File: src/rtl/recovery_regfile_ckpt.sv
// recovery_regfile_ckpt: register file with a dirty-tracked checkpoint bank for rollback after a voter mismatch
module recovery_regfile_ckpt #(
   parameter int DATA_W  = 32,
   parameter int DEPTH   = 32,
   parameter int NRD     = 2,
   parameter bit ZERO_R0 = 1'b1,
   localparam int ADDR_W = $clog2(DEPTH)
) (
   input  logic                  clk,
   input  logic                  rst_in,
   input  logic                  we,
   input  logic [ADDR_W-1:0]     wa,
   input  logic [DATA_W-1:0]     wd,
   input  logic [NRD*ADDR_W-1:0] ra,
   output logic [NRD*DATA_W-1:0] rd,
   input  logic                  ckpt_req,
   input  logic                  rstr_req,
   output logic                  busy,
   output logic                  done,
   output logic                  wr_drop,
   output logic                  dirty_any
);
   typedef enum logic [1:0] {IDLE, COMMIT, RESTORE, DONE} state_t;
   localparam logic [ADDR_W-1:0] LAST = ADDR_W'(DEPTH - 1);
   state_t            state, state_nx;
   logic [ADDR_W-1:0] idx;
   logic [DATA_W-1:0] live [DEPTH];
   logic [DATA_W-1:0] ckpt [DEPTH];
   logic [DEPTH-1:0]  dirty;
   logic              wa_ok, wr_ok, walking;
   assign wa_ok   = 32'(wa) < DEPTH;
   assign wr_ok   = we && state == IDLE && wa_ok && !(ZERO_R0 && wa == '0);
   assign walking = state == COMMIT || state == RESTORE;
   // state register
   always_ff @(posedge clk or negedge rst_in) begin
      if (!rst_in) state <= IDLE;
      else         state <= state_nx;
   end
   // next state: restore wins over commit, walks end after the last entry
   always_comb begin
      state_nx = state;
      case (state)
         IDLE:            state_nx = rstr_req ? RESTORE : (ckpt_req ? COMMIT : IDLE);
         COMMIT, RESTORE: state_nx = (idx == LAST) ? DONE : state;
         default:         state_nx = IDLE;
      endcase
   end
   // status outputs decoded from state and dirty bits
   always_comb begin
      busy      = state != IDLE;
      done      = state == DONE;
      dirty_any = |dirty;
   end
   // banks, dirty bits, walk index and dropped-write flag
   always_ff @(posedge clk or negedge rst_in) begin
      if (!rst_in) begin
         for (int i = 0; i < DEPTH; i++) begin
            live[i] <= '0;
            ckpt[i] <= '0;
         end
         dirty   <= '0;
         idx     <= '0;
         wr_drop <= 1'b0;
      end else begin
         wr_drop <= we && (state != IDLE || !wa_ok);
         if (wr_ok) begin
            live[wa]  <= wd;
            dirty[wa] <= 1'b1;
         end
         if (state == COMMIT) begin
            if (dirty[idx]) ckpt[idx] <= live[idx];
            dirty[idx] <= 1'b0;
         end
         if (state == RESTORE) begin
            if (dirty[idx]) live[idx] <= ckpt[idx];
            dirty[idx] <= 1'b0;
         end
         idx <= (walking && idx != LAST) ? idx + ADDR_W'(1) : '0;
      end
   end
   // combinational read ports; out-of-range, hard-zero entry and reset all read as 0
   always_comb begin
      rd = '0;
      for (int p = 0; p < NRD; p++)
         if (rst_in && 32'(ra[p*ADDR_W +: ADDR_W]) < DEPTH && !(ZERO_R0 && ra[p*ADDR_W +: ADDR_W] == '0))
            rd[p*DATA_W +: DATA_W] = live[ra[p*ADDR_W +: ADDR_W]];
   end
endmodule

File: config.mk
export PLATFORM = sky130hd
export DESIGN_NAME = recovery_regfile_ckpt
export DESIGN_NICKNAME = d
export VERILOG_FILES = /design/src/rtl/recovery_regfile_ckpt.sv
export SDC_FILE = /design/constraint.sdc
export NUM_CORES = 2
export LEC_CHECK = 0
export CAP_MARGIN = 15
export CORE_UTILIZATION = 40
export CTS_CLUSTER_SIZE = 12
export DETAILED_ROUTE_END_ITERATION = 8
export REMOVE_ABC_BUFFERS = 1
export SLEW_MARGIN = 20
export SYNTH_ARGS = -nofsm -noshare
export SYNTH_HDL_FRONTEND = slang
export SYNTH_SLANG_ARGS = --single-unit
File: constraint.sdc
create_clock -name clk -period 9.1 [get_ports clk]
set_clock_uncertainty 0.2 [all_clocks]
set_input_delay 1.82 -clock clk [delete_from_list [all_inputs] [get_ports clk]]
set_output_delay 1.82 -clock clk [all_outputs]
set_load 0.01 [all_outputs]
; Word-level counts from Yosys, hierarchy flattened
; Cells that the tools add are included.
[totals]
regBits = 2088
inputBits = 52
word_cells = 153
[classes]
eq_ne = 6
magnitude_cmp = 10
add_sub_neg = 1
n_mux = 38
n_reduce_logical = 22
bitwise = 8
[op_table]
columns = op, n
row1 = $bwmux W1024, 3
row2 = $mux W1024, 3
row3 = $bmux W32 S5, 4
row4 = $mux W32, 15
row5 = $demux W32 S5, 2
row6 = $and A32 B32 Y32, 2
row7 = $not A32 Y32, 1
row8 = $or A32 B32 Y32, 1
row9 = $reduce_or A32 Y1, 1
row10 = $ge A6 B6 Y1 const B, 4
row11 = $not A5 Y6, 4
row12 = $logic_not A5 Y1, 3
row13 = $lt A5 B6 Y1 const B, 2
row14 = $lt A6 B1 Y1 const B, 2
row15 = $demux W1 S5, 2
row16 = $ge A5 B1 Y1 const B, 2
row17 = $logic_and A1 B1 Y1, 10
row18 = $add A5 B1 Y5 const B, 1
row19 = $bmux W1 S5, 1
row20 = $eq A5 B5 Y1 const B, 1
row21 = $mux W5, 1
row22 = $ne A5 B5 Y1 const B, 1
row23 = $eq A2 B2 Y1 const B, 2
row24 = $mux W1, 4
row25 = other kinds (10), 13

; Logic depth before layout (Yosys ltp)
[logic_depth]
ltp_word = 10
depth_mapped = 13
depth_no_buf = 7

; Least setup slack after synthesis
; OpenSTA, ideal clock, no wires.
[synth_timing]
path_kind = in2out
startpoint = input ra[0]
endpoint = output rd[13]
path_buffers = 4
slack_ps = 3350
stages = 8
arrival_time_ps = 3730
required_time_ps = 7080
cell_sequence = clkbuf_1 > buf_2 > clkbuf_1 > buf_2 > mux2i_1 > o221ai_1 > o22ai_1 > o31ai_1
[synth_via]
elab_chain_len = 5
word_cells_on_any_way = 8
cone_classes = mux: 4 / bitwise: 1 / reduce/logical: 3
[synth_rtl]
columns = element, line_no
row1 = "start, declared", 14  ; input logic [NRD*ADDR_W-1:0] ra,
row2 = $not A5 Y6 (not written as such), 86  ; rd[p*DATA_W +: DATA_W] = live[ra[p*ADDR_W +: ADDR_W]];
row3 = $bmux W32 S5, 86
row4 = $mux W32 (not written as such) (2 in series), 86
row5 = $mux W32 (*), 85  ; if (rst_in && 32'(ra[p*ADDR_W +: ADDR_W]) < DEPTH && !(ZERO_R0 && ra[p*ADDR_W +: ADDR_W] == '0))
row6 = "end, declared", 15  ; output logic [NRD*DATA_W-1:0] rd,
; Mark *: on every way between the ends. The rest lies on a longest branch, timed or not. The select of a mux whose other input is x is not followed.

; Worst setup path after layout
[layout_timing]
startpoint = input ra[6]
endpoint = output rd[33]
; Same word-level chain as after synthesis.

==> results by group <==
Run status
  – Status: complete, no violations

Power and ir drop
  – Net switching share of the total power: a little over a third
  – Power share of the clock group: a little under a third
  – Total internal power: between 20 and 25 mW
  – Proportion of power drawn by flip-flops and latches: 40.0%
  – P_sw: 11.1 mW
  – Max VDD drop: around 0.22 mV
  – Combinational group share of total power: about 29%
  – LEAKAGE: roughly 56 nW
  – Power density over cell area: 237 nW/um2

Global routing
  – Wire length of the first global-routing pass: 695 mm
  – Antenna violations before repair: 22
  – Maximum number of pins on one net before global-route repair: roughly 170
  – GRT Resource Usage Total: 31.4%
  – Remaining global-route overflow: 0
  – Via count of the first global-routing pass: 91600

Setup path
  – Data required, critical path: about 7 ns
  – Slowest cell on the critical path: sky130_fd_sc_hd__or2_4
  – Buf+Inv Stages, Crit Path: 3
  – Setup Crit Path Kind: in -> out
  – Ordered cell list for the critical path: buf_6, or2_4, o311ai_2, buf_4, or3_1, o31ai_1, clkdlybuf4s50_1
  – Data arrival, critical path: approximately 5.5 ns
  – Largest stage delay on the critical path: 0.78 ns
  – Element type at the critical path start: primary input
  – Delay-heaviest family, CP: buffers and inverters
  – Highest net fanout along the worst path: 46
  – CP endpoint kind: output pin

Yosys
  – Cell taking the most area after synthesis: sky130_fd_sc_hd__dfrtp_1
  – Netlist Area Pre-Place: 121000 um2
  – Number of synthesized register bits: roughly 2100
  – Post-synthesis cell type count: 57
  – Largest family of logic cells by synthesized area: multiplexers
  – Mux cell area share after synthesis: a little over two fifths
  – Post-synth top flop: sky130_fd_sc_hd__dfrtp_1
  – Post-synthesis share of cell area spent on and, or, nand and nor gates: 2.35%
  – Sequential fraction of the synthesis area: a little over two fifths
  – Share of the synthesized area in the top cell type: between 40% and 50%
  – Fraction of registers with async set or reset after synthesis: 100%
  – Number of cells produced by synthesis: ~9700
  – Fraction of the mapped netlist area in adder cells: less than 1%
  – Average footprint of a synthesized cell: about 12 um2
  – Most area-consuming cells after synthesis: sky130_fd_sc_hd__dfrtp_1 (43%), sky130_fd_sc_hd__mux2i_1 (29%), sky130_fd_sc_hd__mux2_2 (9.4%)
  – Count of synthesis-stage warnings from yosys: 0
  – Fraction of synthesized cell area in xor and xnor cells: less than 1%
  – Area fraction in compound gates after synthesis: roughly 6.4%
  – Number of enable flip-flop cells after synthesis: 0

Route
  – Detailed Route Iter0 Violations: between 10000 and 15000
  – Routed vias/inst: ~6.8
  – Total via count after detailed routing: approximately 91000
  – Remaining routing DRC violations: 0
  – Sum of routed wire length over all layers: 492 mm
  – Average wire per standard cell: about 37 um
  – First-pass detailed-route iteration total: 8
  – Antenna-violating nets left: 0

CTS
  – Clock sink count: between 2000 and 2500
  – Number of buffers inserted during clock tree synthesis: about 240
  – Hold Buf Count CTS: 0
  – Clock Path Buffers: 4
  – Post_cts resized: 0
  – Clock latency on the worst-skew pair: between 0.9 and 1 ns
  – Clock slew at the register clock pins of the worst setup and hold paths: ~0.05 ns
  – Root Buffer Master: sky130_fd_sc_hd__clkbuf_16
  – Clock tree from TritonCTS: built
  – Post-CTS Repair Setup Buffers: 0
  – H-tree depth reported by CTS: 4

Floorplanning
  – Overall die width: around 550 um
  – # rows: 201
  – Die height: 552 um
  – Initial Utilization: about two fifths
  – Die Footprint: roughly 300000 um2
  – Number of placed I/O pins: 120
  – Floorplan Core Area: between 300000 and 400000 um2

Place
  – Instance count after placement with tap cells included: 13000
  – Number of port buffers: around 120
  – Gp weighted congestion: 0.914
  – Post-detail-place hpwl: 271 mm

Timing
  – Aggregate negative setup slack: 0 ns
  – Fin. Hold Viols: 0
  – Share of the clock period used by the worst path: 82.1%
  – Pins over their slew limit: 0
  – Min Tclk post-route: between 7 and 8 ns
  – Worst slew pin tran: roughly 1.3 ns
  – Endpoints failing setup: 0
  – Highest attainable clock frequency: roughly 130 MHz
  – Unrepaired setup endpoints after global routing: no
  – Relative max-transition margin: between 10% and 20%

Cells and area
  – Cell Count, Final, Fillers Out: roughly 13000
  – Share of layout cells above drive strength 1: between 20% and 30%
  – Fin util: 44.4%
  – Total number of nets in the final design: 9335
  – Layout Area Growth over Synthesis: 10.2%

Hold path
  – Worst hold path class: reg -> reg

Run
  – Max capacitance violation total: 0
-- layout make-up --
cell class / count / area, um2
antenna: 20 / 50.0
clock buffer: 352 / 6830
clock inverter: 64 / 818
fill: 27000 / 167000
inverter: 60 / 230
multi-input combinational: 6473 / 64600
sequential: 2088 / 52300
tap: 3958 / 4950
timing repair buffer: 415 / 3670
-- cells in the mapped netlist (64+ instances only) --
| cell | count |
|---|---|
| sky130_fd_sc_hd__nand2_1 | 67 |
| sky130_fd_sc_hd__mux4_2 | 256 |
| sky130_fd_sc_hd__buf_1 | 73 |
| sky130_fd_sc_hd__nor4_1 | 73 |
| sky130_fd_sc_hd__or3_1 | 64 |
| sky130_fd_sc_hd__mux2_2 | 1009 |
| sky130_fd_sc_hd__clkbuf_1 | 418 |
| sky130_fd_sc_hd__buf_2 | 547 |
| sky130_fd_sc_hd__mux2i_1 | 3568 |
| sky130_fd_sc_hd__nor2_1 | 78 |
| sky130_fd_sc_hd__o31ai_1 | 64 |
| sky130_fd_sc_hd__o221ai_1 | 260 |
| sky130_fd_sc_hd__o22ai_1 | 642 |
| sky130_fd_sc_hd__or4_1 | 65 |
| sky130_fd_sc_hd__a21oi_1 | 144 |
| sky130_fd_sc_hd__dfrtp_1 | 2088 |
-- power by group through the flow --
stage / combinational (mW) / sequential (mW) / clock [mW]
4_1_cts: 9.06 / 12.6 / 9.79
5_1_grt: 9.76 / 12.8 / 10.2
6_report: 9.29 / 12.6 / 9.68
3_5_place_dp: 9.04 / 12.7 / 0
3_3_place_gp: 8.82 / 12.6 / 0
2_1_floorplan: 6.88 / 12.3 / 0
-- routing by layer --
layer / part of all wire (%) / global-route usage, %
met1: 39 / 40.7
met2: 43 / 47.3
met3: 9.8 / 7.22
met4: 7.3 / 19.8
met5: 0.017 / 0
-- path summary, 6_finish.rpt --
| check | start | end | slack, ns | cells after the start |
|---|---|---|---|---|
| setup / recovery | ra[6] | rd[33] | 1.63 | 7 |
| hold / removal | ckpt[66] | ckpt[66] | 0.28 | 1 |
| setup reg to reg | idx[1] | live[830] | 3.65 | 9 |
| hold reg to reg | ckpt[66] | ckpt[66] | 0.28 | 1 |
| max in group asynchronous | rst_in | ckpt[607] | 3.45 | 6 |
| min in group asynchronous | rst_in | live[348] | 0.63 | 1 |
-- cell usage in the layout (no fill, tap or decap), drive strengths merged, types with 6 or more instances in the layout --
cell,n
nor2,82
o22a,14
clkbuf,352
diode,20
o31ai,64
nand3,10
buf,334
a21oi,144
dfrtp,2088
mux4,256
clkinv,37
bufinv,17
nand4bb,6
or3,64
mux2,1024
mux2i,3568
and3,30
nor4,75
clkdlybuf4s50,81
o22ai,642
inv,65
nor3b,17
ha,9
nor3,20
nand2b,6
and2,7
nand2,67
o221ai,260
or4,65
-- cells by family after synthesis --
kind of cell / count (synthesis)
mux: 4848
simple gates: 477
flops: 2088
xor+xnor: 2
compound gates: 1137
fa+ha+maj: 9
buf+inv: 1133
-- through the flow --
step / worst slack [ns] / hold WS, ns / total power [mW] / area, um2
after floorplan: -28.46 / 0.257 / 19.2 / 116000
after global placement: 1.75 / 0.266 / 21.4 / 126000
after detailed placement: 1.85 / 0.275 / 21.7 / 126000
after CTS: 1.83 / 0.288 / 31.4 / 133000
after global routing: 1.70 / 0.301 / 32.7 / 133000
final: 1.63 / 0.284 / 31.6 / 133000
-- worst register-to-register path, delay by kind of cell, from the launching register on --
family | cells | cell delay [ns]
AO/OA/AOI/OAI | 1 | 0.13
AND/OR/NAND/NOR | 2 | 0.70
flip-flops | 1 | 0.80
multiplexers | 2 | 0.59
buffers and inverters | 4 | 2.83
-- state kept, by name, summed over array words and instances, names as in the netlist --
| name | cells |
|---|---|
| ckpt | 1024 |
| live | 1024 |
| dirty | 32 |
| idx | 5 |
| state | 2 |
| wr_drop | 1 |
(Power assumes the default switching activity.)
